===== src/rtl/repeated_subtract_divider_pkg.sv =====
// Shared definitions for the repeated-subtraction divider: FSM state encoding
// and the default datapath width.
package repeated_subtract_divider_pkg;

    localparam int unsigned DATA_W = 8;

    // 2'd3 is never entered; the FSM decodes it as IDLE.
    typedef enum logic [1:0] {
        ST_IDLE = 2'd0,
        ST_RUN  = 2'd1,
        ST_DONE = 2'd2
    } state_t;

endpackage


===== src/rtl/repeated_subtract_divider_subtractor.sv =====
// N-bit combinational subtractor A-B; borrow is the counterpart of the adder's
// carry out and is 0 exactly when A >= B.
module n_bit_subtractor
    import repeated_subtract_divider_pkg::*;
#(
    parameter int unsigned N = DATA_W
) (
    input  logic [N-1:0] A,
    input  logic [N-1:0] B,
    output logic [N-1:0] Diff,
    output logic         borrow
);

    logic [N:0] w_wide;

    always_comb begin
        w_wide = {1'b0, A} - {1'b0, B};
        Diff   = w_wide[N-1:0];
        borrow = w_wide[N];
    end

endmodule


===== src/rtl/repeated_subtract_divider.sv =====
// Sequential unsigned divider: subtracts the captured divisor once per clock
// until the remainder drops below it; the subtraction count is the quotient.
module repeated_subtract_divider
    import repeated_subtract_divider_pkg::*;
#(
    parameter int unsigned N = DATA_W
) (
    input  logic         Clock,
    input  logic         Reset,
    input  logic         Start,
    input  logic [N-1:0] Dividend,
    input  logic [N-1:0] Divisor,
    output logic [N-1:0] Quotient,
    output logic [N-1:0] Remainder,
    output logic         Busy,
    output logic         Done,
    output logic         DivZero
);

    state_t       r_state;
    state_t       w_state_nxt;
    logic [N-1:0] r_divisor;
    logic [N-1:0] r_quot;
    logic [N-1:0] r_rem;
    logic         r_divzero;

    logic         w_load;
    logic         w_step;
    logic [N-1:0] w_diff;
    logic         w_borrow;

    n_bit_subtractor #(
        .N (N)
    ) u_sub (
        .A      (r_rem),
        .B      (r_divisor),
        .Diff   (w_diff),
        .borrow (w_borrow)
    );

    always_ff @(posedge Clock) begin
        if (Reset) begin
            r_state <= ST_IDLE;
        end else begin
            r_state <= w_state_nxt;
        end
    end

    always_comb begin
        w_state_nxt = r_state;
        w_load      = 1'b0;
        w_step      = 1'b0;
        Busy        = 1'b0;
        Done        = 1'b0;
        case (r_state)
            ST_RUN: begin
                Busy = 1'b1;
                if (!w_borrow) begin
                    w_step = 1'b1;
                end else begin
                    w_state_nxt = ST_DONE;
                end
            end
            ST_DONE: begin
                Busy        = 1'b1;
                Done        = 1'b1;
                w_state_nxt = ST_IDLE;
            end
            default: begin
                // Covers ST_IDLE and the unused encoding 2'd3.
                if (Start) begin
                    w_load      = 1'b1;
                    w_state_nxt = (Divisor == '0) ? ST_DONE : ST_RUN;
                end else begin
                    w_state_nxt = ST_IDLE;
                end
            end
        endcase
    end

    always_ff @(posedge Clock) begin
        if (Reset) begin
            r_divisor <= '0;
            r_quot    <= '0;
            r_rem     <= '0;
            r_divzero <= 1'b0;
        end else if (w_load) begin
            r_divisor <= Divisor;
            r_quot    <= '0;
            r_rem     <= Dividend;
            r_divzero <= (Divisor == '0);
        end else if (w_step) begin
            r_quot <= r_quot + 1'b1;
            r_rem  <= w_diff;
        end
    end

    always_comb begin
        Quotient  = r_quot;
        Remainder = r_rem;
        DivZero   = r_divzero;
    end

endmodule


===== config.mk =====
export PLATFORM = sky130hd
export DESIGN_NAME = repeated_subtract_divider
export DESIGN_NICKNAME = d
export VERILOG_FILES = /design/src/rtl/repeated_subtract_divider_pkg.sv /design/src/rtl/repeated_subtract_divider_subtractor.sv /design/src/rtl/repeated_subtract_divider.sv
export SDC_FILE = /design/constraint.sdc
export NUM_CORES = 1
export LEC_CHECK = 0
export CORE_ASPECT_RATIO = 0.9
export CORE_MARGIN = 5
export CORE_UTILIZATION = 54
export CTS_BUF_LIST = sky130_fd_sc_hd__clkbuf_4 sky130_fd_sc_hd__clkbuf_8
export CTS_CLUSTER_DIAMETER = 100
export DETAILED_ROUTE_END_ITERATION = 10
export GPL_ROUTABILITY_DRIVEN = 1
export GPL_TIMING_DRIVEN = 0
export PLACE_DENSITY = 0.94
export REMOVE_ABC_BUFFERS = 1
export SLEW_MARGIN = 15
export SYNTH_ARGS = -nofsm -noshare
export SYNTH_HDL_FRONTEND = slang
export SYNTH_SLANG_ARGS = --single-unit

===== constraint.sdc =====
create_clock -name Clock -period 5.11 [get_ports Clock]
set_input_delay 1.022 -clock Clock [delete_from_list [all_inputs] [get_ports Clock]]
set_output_delay 1.022 -clock Clock [all_outputs]
set_load 0.03 [all_outputs]

==> results of run 1 <==
per-stage QoR:
stage / power [W] / hold WS (ns)
floorplan: 0.000531 / 0.430
global route: 0.000792 / 0.483
global placement: 0.000630 / 0.444
finish: 0.000737 / 0.469
CTS: 0.000741 / 0.468
detailed placement: 0.000643 / 0.449
cells by family after synthesis:
logic type	after synthesis	synth area share [%]
AND/OR/NAND/NOR	65	21.1
AO/OA/AOI/OAI	52	21.8
flip-flops	27	36.2
buffers and inverters	23	6.87
adder cells (fa/ha/maj)	12	10.6
XOR/XNOR	6	3.52
synthesized netlist by cell type (all sizes together) (3+ instances only):
| cell | number |
|---|---|
| a31oi | 5 |
| a21oi | 18 |
| nand2 | 34 |
| nor2 | 4 |
| a21o | 4 |
| xnor2 | 6 |
| o21ai | 13 |
| clkbuf | 5 |
| or3 | 8 |
| nand3 | 4 |
| dfxtp | 27 |
| ha | 11 |
| buf | 3 |
| inv | 14 |
worst reg2reg max path, delay by kind of cell (launching register included):
family / cells / cell delay (ns)
AOI/OAI and AO/OA: 4 / 1.10
adders and majority gates: 2 / 0.59
buffers and inverters: 2 / 0.14
DFF: 1 / 0.33
and+or+nand+nor: 1 / 0.48
layer usage:
metal	track usage, %	vias to the layer above
met5	0	-
li1	-	721
met2	36.4	39
met4	4.73	0
met3	4.70	5
met1	19.4	650
sequential cells by signal, indices dropped and copies added (netlist names):
register,cells
Remainder,8
Quotient,8
r_state,2
r_divisor,8
DivZero,1
worst paths after layout:
kind / start / to / slack [ns] / depth (start not counted)
min: r_divisor[7]$_SDFFE_PP0P_ / r_divisor[7]$_SDFFE_PP0P_ / 0.47 / 2
max reg2reg: Remainder[0]$_SDFFE_PP0P_ / r_state[0]$_SDFFE_PP0P_ / 2.41 / 9
min reg2reg: r_divisor[7]$_SDFFE_PP0P_ / r_divisor[7]$_SDFFE_PP0P_ / 0.47 / 2
max: r_state[0]$_SDFFE_PP0P_ / Busy / 2.28 / 4
power by group:
part | switching (W) | leakage [nW] | internal (W)
Combinational | 0.000217 | 0.448 | 0.000161
Sequential | 0.0000221 | 0.221 | 0.000239
Clock | 0.0000613 | 0.0184 | 0.0000359
cell type report:
type                       instances  area (sq um)  share of cell area, %
multi-input combinational        135           851                   45.1
sequential                        27           541                   28.7
inverter                          15          56.3                   2.99
clock buffer                       4          30.0                   1.59
timing repair buffer              37           370                   19.6
tap                               30          37.5                   1.99
==> results.py, run 1 <==
metrics = {
    "outcome": {
        "status": "complete, no violations",
    },
    "finish": {
        "syn_to_final_growth_pct": 26.2,
        "layout.nets": 250,
        "final_cell_mix": "clkdlybuf4s50_1 (37), nand2_1 (33), dfxtp_1 (27)",
        "fin_cells": 248,
        "utilization_pct": 69.8,
        "nFillCells": 234,
        "layout-drive-gt1-share_pct": 3.21,
        "fin_area_sq_um": 1890,
        "layout_commonest_cell": "clkdlybuf4s50_1",
        "antennaDiodeCount": 0,
    },
    "critical_path": {
        "path_common_cell": "inv_1",
        "path_class": "flop to primary output",
        "cp-end-kind": "primary output",
        "cp.required_ns": 4.09,
        "critPathSlowestCell": "clkdlybuf4s50_1",
        "cp_max_fo": 3,
        "critPathBufInv": 3,
        "start_kind": "flop",
        "crit_chain": "inv_1 -> ha_1 -> inv_1 -> clkdlybuf4s50_1",
        "critPathTopFamily": "buffers and inverters",
        "worstPathArrival_ns": 1.81,
        "max_stage_delay_ns": 0.67,
    },
    "drt": {
        "met2WireLength_mm": 1.79,
        "drc": 0,
        "vias_per_cell": 5.71,
        "firstDrtPassIters": 4,
        "vias": 1415,
        "wirelength_mm": 3.43,
        "wl_met1_mm": 1.45,
        "met3_length_um": 179,
        "top_layer_used": "met4",
        "ant_nets": 0,
        "drtIter0Drc": 81,
        "wl_per_cell_um": 13.8,
    },
    "sta": {
        "maxSlewViolCount": 0,
        "maxSlewHeadroom_pct": 28.9,
        "min_period_ns": 2.83,
        "setup_viol": 0,
        "grt_setup_unrepaired": "false",
        "hold_violations": 0,
        "setup_ws_ns": 2.28,
        "fmax_ghz": 0.353,
        "tns_ns": 0,
        "clock-skew-final_ns": 0.0126,
        "worstMarginPinSlew_ns": 1.06,
        "fin_crit_sh_pct": 55.5,
    },
    "clocking": {
        "cts_resized": 0,
        "cts_buffer_depth": 2,
        "post_cts_buffers": 0,
        "tritoncts": "built",
        "htree_levels": 1,
        "cts_made_buffers": 3,
        "clk_pin_slew_ns": 0.13,
        "cts_sinks": 27,
        "clk_latency_ns": 0.33,
        "cts_root_buf": "clkbuf_4",
        "cts_hold_buf": 0,
    },
    "floorplanning": {
        "die-area_sq_um": 3920,
        "core_sq_um": 2700,
        "start_util_pct": 55.3,
        "die_h_um": 59.9,
        "die_w_um": 65.4,
        "rows": 18,
        "io_pins": 38,
    },
    "synthesis": {
        "synth_area_leaders": "dfxtp_1 (36%), ha_1 (9.2%), nand2_1 (8.3%), a21oi_1 (6.0%), inv_1 (3.5%)",
        "synth_ff_type": "dfxtp_1",
        "yosys.area.top_type": "dfxtp_1",
        "netlist_instances": 185,
        "async_reset_ff_share_pct": 0,
        "syn_area_per_cell_sq_um": 8.08,
        "yosys.cell_types.count": 38,
        "syn_area_sq_um": 1490,
        "seq_area_frac_synth_pct": 36.2,
        "yosys_warnings": 0,
        "synth_top_cell_area_share_pct": 36.2,
        "synth-edff-count": 0,
        "synth_seq_cells": 27,
    },
    "placed_design": {
        "routabilityCongestion": 0.884,
        "dp.cells": 244,
        "dpl.hpwl_mm": 2.64,
        "port_buffers": 37,
        "place_ws_ns": 2.04,
        "place_area_sq_um": 1860,
    },
    "power": {
        "pwr_density_cell_nw_per_um2": 391,
        "leakage_nw": 0.687,
        "irDropWorstVdd_uv": 243,
    },
    "grt": {
        "grt_pass1_vias": 1367,
        "antenna_found_initial": 0,
        "grt.total_usage_pct": 18.4,
        "grt_pass1_wl_mm": 5.69,
        "grt_overflow": 0,
        "grt_max_degree": 24,
    },
    "min_path": {
        "hold_class": "flop to flop",
    },
    "job": {
        "maxCapViolCount": 0,
    },
}
Power figures use the tool's default switching activity.
==> run 2, diff against run 1 <==
Settings changed: CORE_UTILIZATION 54 to 45, PLACE_DENSITY 0.94 to 0.84.
Clock period 5.11 ns to 2.6 ns, I/O delays scaled along.
==> results.py, run 2 (synthesis gave the netlist of run 1 again) <==
metrics = {
    "power": {
        "seqPwrFrac_pct": 33.3,
        "power_frac_clock_pct": 16.2,
        "leakage_nw": 0.702,
        "power_switching_w": 0.000617,
        "irDropWorstVdd_uv": 471,
        "switching_share_pct": 40.0,
        "p_int_w": 0.000926,
        "pwr_density_cell_nw_per_um2": 795,
        "pwr-share-comb_pct": 50.4,
    },
    "drt": {
        "wl_per_cell_um": 13.3,
        "drtIter0Drc": 92,
        "vias": 1381,
        "ant_nets": 0,
        "vias_per_cell": 5.31,
        "wirelength_mm": 3.45,
        "drc": 0,
        "firstDrtPassIters": 4,
    },
    "sta": {
        "fin_crit_sh_pct": 94.2,
        "clock-skew-final_ns": 0.00187,
        "setup_viol": 0,
        "maxSlewHeadroom_pct": 51.7,
        "maxSlewViolCount": 0,
        "hold_violations": 0,
        "fmax_ghz": 0.408,
        "grt_setup_unrepaired": "true",
        "min_period_ns": 2.45,
        "setup_ws_ns": 0.151,
        "worstMarginPinSlew_ns": 0.723,
    },
    "placed_design": {
        "dp.cells": 256,
        "dpl.hpwl_mm": 2.55,
        "place_ws_ns": -0.0421,
        "routabilityCongestion": 0.800,
        "place_area_sq_um": 1870,
        "port_buffers": 37,
    },
    "critical_path": {
        "path_class": "flop to flop",
        "cp_max_fo": 13,
        "reg2reg_depth": 9,
        "cp-end-kind": "flop",
        "crit_chain": "inv_1 -> ha_1 -> inv_1 -> fa_1 -> a21o_1 -> a221oi_4 -> o21ai_2 -> or3_1 -> a21oi_1",
        "cp.required_ns": 2.80,
        "worstPathArrival_ns": 2.65,
        "max_stage_delay_ns": 0.41,
        "critPathSlowestCell": "fa_1",
        "start_kind": "flop",
        "worst-path-stages": 9,
        "critPathBufInv": 2,
        "path_common_cell": "inv_1",
        "critPathTopFamily": "compound AO/OA/AOI/OAI gates",
    },
    "clocking": {
        "tritoncts": "built",
        "cts_buffer_depth": 2,
        "clk_latency_ns": 0.27,
        "htree_levels": 1,
        "clk_pin_slew_ns": 0.09,
        "cts_root_buf": "clkbuf_8",
        "cts_made_buffers": 3,
        "cts_sinks": 27,
    },
    "grt": {
        "antenna_found_initial": 0,
        "grt_pass1_wl_mm": 6.02,
        "grt_overflow": 0,
        "grt.total_usage_pct": 15.8,
        "grt_pass1_vias": 1331,
        "grt_max_degree": 24,
    },
    "outcome": {
        "status": "complete, no violations",
    },
    "floorplanning": {
        "die-area_sq_um": 4570,
        "rows": 19,
        "core_sq_um": 3110,
        "start_util_pct": 48.0,
        "io_pins": 38,
        "die_w_um": 70.7,
        "die_h_um": 64.7,
    },
    "finish": {
        "seqCellArea_sq_um": 541,
        "final_cell_mix": "clkdlybuf4s50_1 (37), nand2_1 (33), dfxtp_1 (27)",
        "syn_to_final_growth_pct": 29.9,
        "multiInputGateArea_sq_um": 872,
        "antennaDiodeCount": 0,
        "fin_area_sq_um": 1940,
        "layout_commonest_cell": "clkdlybuf4s50_1",
        "layout.nets": 250,
        "layout-drive-gt1-share_pct": 3.67,
        "nFillCells": 292,
        "fin_cells": 260,
    },
    "job": {
        "maxCapViolCount": 0,
    },
    "min_path": {
        "hold_class": "flop to flop",
        "hold_depth": 2,
    },
}
-- run 2: cell counts in the layout (fill, tap and decap cells not counted) --
No cell type changed its count.
-- run 2: metal layers --
metal / vias up / routed length (um) / share of wire [%] / global-route usage [%]
li1: 724 / - / - / -
met3: 5 / 193 / 5.6 / 3.55
met1: 616 / 1690 / 49 / 21.6
met5: - / 0 / 0 / 0
met4: 0 / 29 / 0.84 / 2.82
met2: 36 / 1540 / 44 / 25.9
-- run 2: power groups by stage --
stage / logic [W] / clock network (W) / registers (W)
3_3_place_gp: 0.000722 / 0 / 0.000522
2_1_floorplan: 0.000465 / 0 / 0.000578
5_1_grt: 0.000858 / 0.000269 / 0.000525
3_5_place_dp: 0.000736 / 0 / 0.000524
6_report: 0.000778 / 0.000251 / 0.000515
4_1_cts: 0.000745 / 0.000257 / 0.000515
-- run 2: path summary, 6_finish.rpt --
path / start / endpoint / slack (ns)
worst max register to register: Remainder[0]$_SDFFE_PP0P_ / r_state[0]$_SDFFE_PP0P_ / 0.15
worst min register to register: r_divisor[7]$_SDFFE_PP0P_ / r_divisor[7]$_SDFFE_PP0P_ / 0.46
worst min-delay path: r_divisor[7]$_SDFFE_PP0P_ / r_divisor[7]$_SDFFE_PP0P_ / 0.46
worst max-delay path: Remainder[0]$_SDFFE_PP0P_ / r_state[0]$_SDFFE_PP0P_ / 0.15
-- run 2: worst reg2reg max path, delay by kind of cell, from the launching register on --
kind	cells	cell delay [ns]
compound gates	4	0.92
fa+ha+maj	2	0.59
buf+inv	2	0.14
flops	1	0.33
simple gates	1	0.40
-- run 2: timing repair --
action | 4_1_cts | 5_1_grt
buffers inserted | 0 | 0
hold buffers | 0 | 0
resized for setup | 1 | 2
gates cloned | 0 | 0
setup endpoints to repair | 1 | 5
-- run 2: layout make-up --
class / instances / share of cell area (%)
Multi-Input combinational cell: 135 / 44.9
Sequential cell: 27 / 27.9
Timing Repair Buffer: 37 / 19.1
Inverter: 15 / 2.90
Tap cell: 42 / 2.71
Clock buffer: 4 / 2.51
-- run 2: through the flow --
stage / utilization [%] / power [W] / hold WS (ns) / TNS [ns]
global placement: 60.1 / 0.00124 / 0.443 / 0
CTS: 61.8 / 0.00152 / 0.463 / 0
detailed placement: 60.1 / 0.00126 / 0.450 / -0.0421
floorplan: - / 0.00104 / 0.430 / 0
global route: 62.3 / 0.00165 / 0.484 / -0.00404
finish: 62.3 / 0.00154 / 0.460 / 0
==> run 3, diff against run 2 <==
Settings changed: CAP_MARGIN set to 20.
==> results of run 3 <==
The final DEF is identical to that of run 2; final timing and power are the same.
